[src/rtl/fw_ctrl.sv]
// Farm-way light controller: rests in RED, runs YELLOW then GREEN on invk_fw,
// and hands right-of-way back to the highway by pulsing invk_hw.
module fw_ctrl #(
    parameter int unsigned SHORT_CYCLES = 3,
    parameter int unsigned LONG_CYCLES  = 8,
    parameter int unsigned MIN_GREEN    = 2,
    localparam int unsigned TW          = $clog2(LONG_CYCLES)
) (
    input  logic          clk,
    input  logic          reset,
    input  logic          invk_fw,
    input  logic          car_on_fw,
    output logic          invk_hw,
    output logic          fw_red,
    output logic          fw_yellow,
    output logic          fw_green,
    output logic [TW-1:0] timer_val,
    output logic          proto_err
);

    typedef enum logic [1:0] {
        RED    = 2'd0,
        YELLOW = 2'd1,
        GREEN  = 2'd2
    } state_e;

    localparam logic [TW-1:0] SHORT_LAST = TW'(SHORT_CYCLES - 1);
    localparam logic [TW-1:0] LONG_LAST  = TW'(LONG_CYCLES - 1);
    localparam logic [TW-1:0] MIN_LAST   = TW'(MIN_GREEN - 1);

    state_e        state_q, state_d;
    logic [TW-1:0] timer_q, timer_d;
    logic          perr_q;
    logic          red_q, yellow_q, green_q;
    logic          exit_x;

    always_comb begin
        exit_x  = (timer_q == LONG_LAST) || (!car_on_fw && (timer_q >= MIN_LAST));
        state_d = state_q;
        timer_d = '0;
        case (state_q)
            RED: begin
                if (invk_fw) state_d = YELLOW;
            end
            YELLOW: begin
                if (timer_q == SHORT_LAST) state_d = GREEN;
                else                       timer_d = timer_q + TW'(1);
            end
            GREEN: begin
                if (exit_x) state_d = RED;
                else        timer_d = timer_q + TW'(1);
            end
            default: state_d = RED;
        endcase
    end

    // Lamps are registered from the next state, so they always match state_q
    // without any input-to-lamp combinational path.
    always_ff @(posedge clk) begin
        if (reset) begin
            state_q  <= RED;
            timer_q  <= '0;
            perr_q   <= 1'b0;
            red_q    <= 1'b1;
            yellow_q <= 1'b0;
            green_q  <= 1'b0;
        end else begin
            state_q  <= state_d;
            timer_q  <= timer_d;
            if (invk_fw && (state_q != RED)) perr_q <= 1'b1;
            red_q    <= (state_d == RED);
            yellow_q <= (state_d == YELLOW);
            green_q  <= (state_d == GREEN);
        end
    end

    assign invk_hw   = !reset && (state_q == GREEN) && exit_x;
    assign fw_red    = red_q;
    assign fw_yellow = yellow_q;
    assign fw_green  = green_q;
    assign timer_val = timer_q;
    assign proto_err = perr_q;

endmodule

[config.mk]
export PLATFORM = sky130hd
export DESIGN_NAME = fw_ctrl
export DESIGN_NICKNAME = d
export VERILOG_FILES = /design/src/rtl/fw_ctrl.sv
export SDC_FILE = /design/constraint.sdc
export NUM_CORES = 1
export LEC_CHECK = 0
export ABC_AREA = 1
export CORE_AREA = 8 8 45 47
export CTS_CLUSTER_SIZE = 20
export DETAILED_ROUTE_END_ITERATION = 10
export DIE_AREA = 0 0 53 55
export PLACE_DENSITY = 0.72
export SETUP_SLACK_MARGIN = 0.05
export SLEW_MARGIN = 20
export SYNTH_ARGS = -nofsm -noshare
export SYNTH_HDL_FRONTEND = slang
export SYNTH_SLANG_ARGS = --single-unit
[constraint.sdc]
create_clock -name clk -period 1.7 [get_ports clk]
set_input_delay 0.34 -clock clk [delete_from_list [all_inputs] [get_ports clk]]
set_output_delay 0.34 -clock clk [all_outputs]
set_load 0.02 [all_outputs]
==> results of run 1 <==
==> registers in the layout, indices dropped and copies added, names as in the netlist <==
register and cells:
timer_val 3, state_q 2, fw_green 1, fw_yellow 1, fw_red 1, proto_err 1
==> per-stage QoR <==
step | power (mW) | util [%] | std cells
after floorplan | 0.285 | - | 68
after global placement | 0.328 | 52.5 | 106
after detailed placement | 0.332 | 52.5 | 106
after CTS | 0.493 | 53.8 | 110
after global routing | 0.521 | 55.8 | 110
final | 0.479 | 55.8 | 110
==> logic make-up after synthesis <==
| logic type | count (synthesis) | share of synthesized area [%] |
|---|---|---|
| and+or+nand+nor | 30 | 28.2 |
| AOI/OAI and AO/OA | 6 | 6.33 |
| adders and majority gates | 8 | 19.5 |
| DFF | 9 | 35.0 |
| buffers and inverters | 15 | 10.9 |
==> power groups by stage <==
stage / combinational (mW) / sequential (mW) / clock [mW]
final: 0.0998 / 0.225 / 0.154
after global routing: 0.111 / 0.226 / 0.184
after CTS: 0.101 / 0.226 / 0.166
after detailed placement: 0.102 / 0.230 / 0
after global placement: 0.0987 / 0.230 / 0
after floorplan: 0.0449 / 0.240 / 0
==> layout make-up <==
| cell class | count | area (sq um) | share of cell area, % |
|---|---|---|---|
| Clock buffer | 4 | 26.3 | 3.40 |
| Inverter | 15 | 56.3 | 7.29 |
| Multi-Input combinational cell | 44 | 294 | 38.1 |
| Sequential cell | 9 | 185 | 24.0 |
| Tap cell | 16 | 20.0 | 2.59 |
| Timing Repair Buffer | 22 | 190 | 24.6 |
==> cells in the mapped netlist <==
cell type | count | area [sq um]
sky130_fd_sc_hd__nand3_1 | 1 | 5.00
sky130_fd_sc_hd__o21ai_1 | 1 | 5.00
sky130_fd_sc_hd__nand3_4 | 1 | 17.5
sky130_fd_sc_hd__nand2_1 | 11 | 41.3
sky130_fd_sc_hd__nand2_2 | 2 | 12.5
sky130_fd_sc_hd__clkinv_1 | 1 | 3.75
sky130_fd_sc_hd__nor2_1 | 13 | 48.8
sky130_fd_sc_hd__inv_2 | 3 | 11.3
sky130_fd_sc_hd__o21a_1 | 1 | 7.51
sky130_fd_sc_hd__inv_1 | 11 | 41.3
sky130_fd_sc_hd__a21oi_1 | 4 | 20.0
sky130_fd_sc_hd__nand3_2 | 2 | 20.0
sky130_fd_sc_hd__dfxtp_1 | 9 | 180
sky130_fd_sc_hd__ha_1 | 8 | 100
==> cell usage in the layout, fill, tap and decap left out <==
cell type / synthesis / final
sky130_fd_sc_hd__inv_1: 11 / 10
sky130_fd_sc_hd__a21oi_2: 0 / 1
sky130_fd_sc_hd__ha_1: 8 / 7
sky130_fd_sc_hd__o21a_1: 1 / 1
sky130_fd_sc_hd__buf_4: 0 / 11
sky130_fd_sc_hd__clkinv_1: 1 / 1
sky130_fd_sc_hd__clkdlybuf4s50_1: 0 / 7
sky130_fd_sc_hd__a21oi_1: 4 / 3
sky130_fd_sc_hd__nand3_2: 2 / 2
sky130_fd_sc_hd__dfxtp_4: 0 / 1
sky130_fd_sc_hd__dfxtp_1: 9 / 7
sky130_fd_sc_hd__o21ai_1: 1 / 1
sky130_fd_sc_hd__nand3_4: 1 / 1
sky130_fd_sc_hd__dlygate4sd2_1: 0 / 3
sky130_fd_sc_hd__ha_4: 0 / 1
sky130_fd_sc_hd__clkbuf_4: 0 / 3
sky130_fd_sc_hd__dfxtp_2: 0 / 1
sky130_fd_sc_hd__nand2_1: 11 / 11
sky130_fd_sc_hd__nand2_2: 2 / 2
sky130_fd_sc_hd__buf_6: 0 / 1
sky130_fd_sc_hd__inv_2: 3 / 4
sky130_fd_sc_hd__nor2_1: 13 / 13
sky130_fd_sc_hd__nand3_1: 1 / 1
sky130_fd_sc_hd__clkbuf_1: 0 / 1
==> path summary, 6_finish.rpt <==
path / startpoint / endpoint / slack, ns
max reg2reg: timer_val[0]$_SDFF_PP0_ / fw_red$_SDFF_PP1_ / 0.29
min: proto_err$_SDFFE_PP0P_ / proto_err$_SDFFE_PP0P_ / 0.52
min reg2reg: proto_err$_SDFFE_PP0P_ / proto_err$_SDFFE_PP0P_ / 0.52
max: timer_val[0]$_SDFF_PP0_ / invk_hw / 0.12
==> routing by layer <==
metal  GRT usage (%)  wire length [microns]  up-vias
met5               0                      0        -
met4            7.76                      0        0
met3            3.21                     45        0
met2            15.4                    585        8
met1            7.65                    410      197
li1                -                      -      255
==> critical path: stages (launching register included) <==
cell                      delay (ns)
sky130_fd_sc_hd__dfxtp_4        0.36
sky130_fd_sc_hd__ha_1           0.20
sky130_fd_sc_hd__ha_1           0.18
sky130_fd_sc_hd__inv_1          0.08
sky130_fd_sc_hd__a21oi_2        0.06
sky130_fd_sc_hd__buf_6          0.13
==> repair_timing <==
item	CTS	global route
setup buffers	0	0
gates resized for setup	7	9
endpoints found under the setup margin	4	1
endpoints found under the hold margin	0	0
pin swaps	0	3
==> impl_results.md, run 1 <==
- Signed area change from the synthesized netlist to the final layout: 50.1%
- Worst R2R Path Depth: 10
- Number of max-cap violations: 0
- Cell area after technology mapping: 514 sq um
- Die Footprint: 2920 sq um
- IO buf count: 11
- Mean instance size in the synthesized netlist: 7.56 sq um
- CTS sink cnt: 9
- Tightest Pin Transition: 0.255 ns
- Launching element type of the critical path: flip-flop
- Slew margin rel.: 82.9%
- Fmax achieved: 631 MHz
- Total Neg Setup Slack: 0 ns
- Hold Vio Cnt, Final: 0
- Critical path peak fanout: 4
- DPL Wire Length: 923 microns
- Relative contribution of sequential cells to total power: 46.9%
- Summed area of non-filler cells in the final layout: 772 sq um
- Wire length of the first global-routing pass: 1770 microns
- Post-DRT Antenna Nets: 0
- DRC violations left: 0
- Data required time at the worst endpoint: 1.36 ns
- Worst min-delay path class: reg2reg
- Number of H-tree levels: 1
- Drt first pass iters: 4
- Total power divided by cell area: 621 nW/um^2
- Clock transition at the registers of the reported paths: 0.05 ns
- Fin. max-slew vios: 0
- CTS Hold Bufs: 0
- Via-to-Cell Ratio: 4.18
- TritonCTS buffer count: 3
- Skew-Pair Late Insertion Delay: 0.25 ns
- Horizontal die dimension: 53 microns
- Switching share of power: 25.3%
- Pre-CTS setup slack: -0.283 ns
- Peak VDD IR: 0.494 mV
- Number of instances in the synthesized netlist: 68
- Maximum buffer depth of the clock tree: 2
- Total inserted antenna cells: 0
- Final Routed Wirelength: 1040 microns
- Net count reported at finish: 107
- Hold slack: 0.517 ns
- Result of the run: completed
- Final critical-path required period: 1.58 ns
- Crit Path Class: reg2out
- Endpoint type of the worst setup path: output pin
- Fill cells: 138
- Synthesis-stage register bit count: 9
- Fraction of power consumed by the clock network: 32.2%
- Total I/O pin count: 12
- Arrival time at the worst endpoint: 1.24 ns
- Effective utilization at floorplan: 37.2%
- GRT overflow: 0
- Ratio of cells with drive above 1 in the final layout: 29.8%
- Sequential cell area fraction in the yosys report: 35.0%
- Sw Pwr: 0.121 mW
- Setup-violating endpoint count in the final report: 0
- Warnings, synthesis: 0
- Starting DRT DRC Count: 5
- Distinct cell type count of the synthesized netlist: 14
- Routability cong.: 0.736
- Smallest setup slack after layout: 0.115 ns
- Die extent in y: 55 microns
- Post-route fraction of the period consumed by the critical path: 93.2%
- Via count of the first global-routing pass: 462
- Root buffer cell: sky130_fd_sc_hd__clkbuf_4
- Standard-cell row count: 14
- Largest net degree at the start of global routing: 6
- Core box area: 1380 sq um
- Cells on Worst Hold Path: 2
- Initial antenna violation count: 0
- RSZ-0062 raised after global routing: false
- Worst clock skew on the final layout: 0.000770 ns
- Placed cell areas: 727 sq um
- Overall routing resource usage: 8.71%
- Int Pwr: 0.358 mW
- Total nets after synthesis: 80
- Via Count: 460
- TritonCTS clock tree: yes
- Leakage power: 0.399 nW
- Routed wire length per instance: 9.47 microns
- Combinational fraction of design power: 20.8%
(Power assumes the default switching activity.)
==> inputs of run 2 (changes only) <==
Settings changed: SKIP_CTS_REPAIR_TIMING set to 1.
==> impl_results.md, run 2 (synthesized netlist as in run 1, its figures left out) <==
- Die Footprint: 2920 sq um (unchanged)
- Total Neg Setup Slack: 0 ns (unchanged)
- Critical path peak fanout: 4 (unchanged)
- Final critical-path required period: 1.58 ns (about the same)
- Slew margin rel.: 82.9% (unchanged)
- Die extent in y: 55 microns (unchanged)
- Result of the run: completed (unchanged)
- Hold Vio Cnt, Final: 0 (unchanged)
- Setup-violating endpoint count in the final report: 0 (unchanged)
- CP max-delay cell: sky130_fd_sc_hd__dfxtp_2 (was sky130_fd_sc_hd__dfxtp_4)
- Leakage power: 0.438 nW (was 0.399 nW)
- Via Count: 461 (was 460)
- CTS sink cnt: 9 (unchanged)
- Effective utilization at floorplan: 37.2% (unchanged)
- Worst min-delay path class: reg2reg (unchanged)
- Root buffer cell: sky130_fd_sc_hd__clkbuf_4 (unchanged)
- Number of max-cap violations: 0 (unchanged)
- Arrival time at the worst endpoint: 1.24 ns (about the same)
- Data required time at the worst endpoint: 1.36 ns (about the same)
- IO buf count: 11 (unchanged)
- Initial antenna violation count: 0 (unchanged)
- Skew-Pair Late Insertion Delay: 0.25 ns (about the same)
- Launching element type of the critical path: flip-flop (unchanged)
- TritonCTS buffer count: 3 (unchanged)
- Endpoint type of the worst setup path: output pin (unchanged)
- Horizontal die dimension: 53 microns (unchanged)
- Highest-count cells in the layout ignoring fill and taps: 13 x sky130_fd_sc_hd__nor2_1, 12 x sky130_fd_sc_hd__buf_4, 11 x sky130_fd_sc_hd__inv_1, 11 x sky130_fd_sc_hd__nand2_1, 8 x sky130_fd_sc_hd__ha_1 (was 13 x sky130_fd_sc_hd__nor2_1, 11 x sky130_fd_sc_hd__nand2_1, 11 x sky130_fd_sc_hd__buf_4)
- GRT overflow: 0 (unchanged)
- Total inserted antenna cells: 0 (unchanged)
- Total power divided by cell area: 628 nW/um^2 (was 621 nW/um^2)
- TritonCTS clock tree: yes (unchanged)
- Maximum buffer depth of the clock tree: 2 (unchanged)
- Ratio of cells with drive above 1 in the final layout: 27.7% (was 29.8%)
- Total I/O pin count: 12 (unchanged)
- Wire length of the first global-routing pass: 1760 microns (was 1770 microns)
- Cells after DPL: 106 (unchanged)
- Fin. max-slew vios: 0 (unchanged)
- Crit path cell chain: ha_1 -> ha_1 -> inv_1 -> a21oi_2 -> buf_4 (was ha_1 -> ha_1 -> inv_1 -> a21oi_2 -> buf_6)
- Net count reported at finish: 107 (unchanged)
- Fill cells: 140 (was 138)
- Smallest setup slack after layout: 0.118 ns (was 0.115 ns)
- Hold slack: 0.514 ns (was 0.517 ns)
- Tightest Pin Transition: 0.255 ns (unchanged)
- Largest net degree at the start of global routing: 6 (unchanged)
- Starting DRT DRC Count: 7 (was 5)
- CP max stage delay: 0.33 ns (was 0.36 ns)
- DPL Wire Length: 923 microns (unchanged)
- Core box area: 1380 sq um (unchanged)
- Standard-cell row count: 14 (unchanged)
- Peak VDD IR: 0.494 mV (about the same)
- DRC violations left: 0 (unchanged)
- Via count of the first global-routing pass: 462 (unchanged)
- Cell repeated most along the worst path: sky130_fd_sc_hd__ha_1 (unchanged)
- Routed wire length per instance: 9.39 microns (was 9.47 microns)
- Worst clock skew on the final layout: 0.000697 ns (was 0.000770 ns)
- Via-to-Cell Ratio: 4.19 (was 4.18)
- RSZ-0062 raised after global routing: true (was false)
- Overall routing resource usage: 8.65% (was 8.71%)
- Number of H-tree levels: 1 (unchanged)
- Non-Filler Instances: 110 (unchanged)
- Drt first pass iters: 4 (unchanged)
- Routability cong.: 0.736 (unchanged)
- Clock transition at the registers of the reported paths: 0.05 ns (about the same)
- Crit Path Class: reg2out (unchanged)
- Post-DRT Antenna Nets: 0 (unchanged)
- Pre-CTS setup slack: -0.283 ns (unchanged)
- Post-route fraction of the period consumed by the critical path: 93.1% (was 93.2%)
- Final Routed Wirelength: 1030 microns (was 1040 microns)
- Signed area change from the synthesized netlist to the final layout: 48.7% (was 50.1%)
- Flip-flop count of the largest register after layout: 3 (unchanged)
- Fmax achieved: 632 MHz (was 631 MHz)
- Most common cell after layout, fill and taps aside: sky130_fd_sc_hd__nor2_1 (unchanged)
## run 2: report_power, final
part	internal [mW]	leakage [nW]	total [mW]	switching, mW
Clock	0.0898	0.0150	0.155	0.0647
Sequential	0.222	0.0744	0.226	0.00417
Combinational	0.0480	0.349	0.0997	0.0517
## run 2: worst max-delay path: cells and delay by family (launching register included)
kind | cells | cell delay [ns]
adders and majority gates | 2 | 0.38
DFF | 1 | 0.33
buffers and inverters | 2 | 0.23
AOI/OAI and AO/OA | 1 | 0.06
## run 2: final cells by class
class | instances | area [sq um] | area share [%]
well taps | 16 | 20.0 | 2.62
multi-input cells | 44 | 282 | 36.8
repair buffers | 22 | 198 | 25.9
flip-flops and latches | 9 | 183 | 23.9
inverters | 15 | 56.3 | 7.36
clock buffers | 4 | 26.3 | 3.44
## run 2: worst paths after layout
check	startpoint	end	slack (ns)	depth (start not counted)
worst min register to register	timer_val[0]$_SDFF_PP0_	timer_val[0]$_SDFF_PP0_	0.51	2
worst min-delay path	timer_val[0]$_SDFF_PP0_	timer_val[0]$_SDFF_PP0_	0.51	2
worst max register to register	timer_val[0]$_SDFF_PP0_	fw_red$_SDFF_PP1_	0.32	10
worst max-delay path	timer_val[0]$_SDFF_PP0_	invk_hw	0.12	5
## run 2: metal layers
metal  wire length (microns)  global-route usage, %  share of wire [%]  vias to the layer above
met4                       0                   7.76                  0                        0
li1                        -                      -                  -                      255
met5                       0                      0                  0                        -
met2                     585                   15.4                 57                        8
met1                     426                   7.49                 41                      198
met3                      21                   3.21                2.0                        0
## run 2: through the flow
stage	cell area [sq um]	util [%]	power, mW
6_report	764	55.2	0.480
5_1_grt	764	55.2	0.521
4_1_cts	753	54.4	0.493
3_5_place_dp	727	52.5	0.332
3_3_place_gp	727	52.5	0.328
2_1_floorplan	514	-	0.285
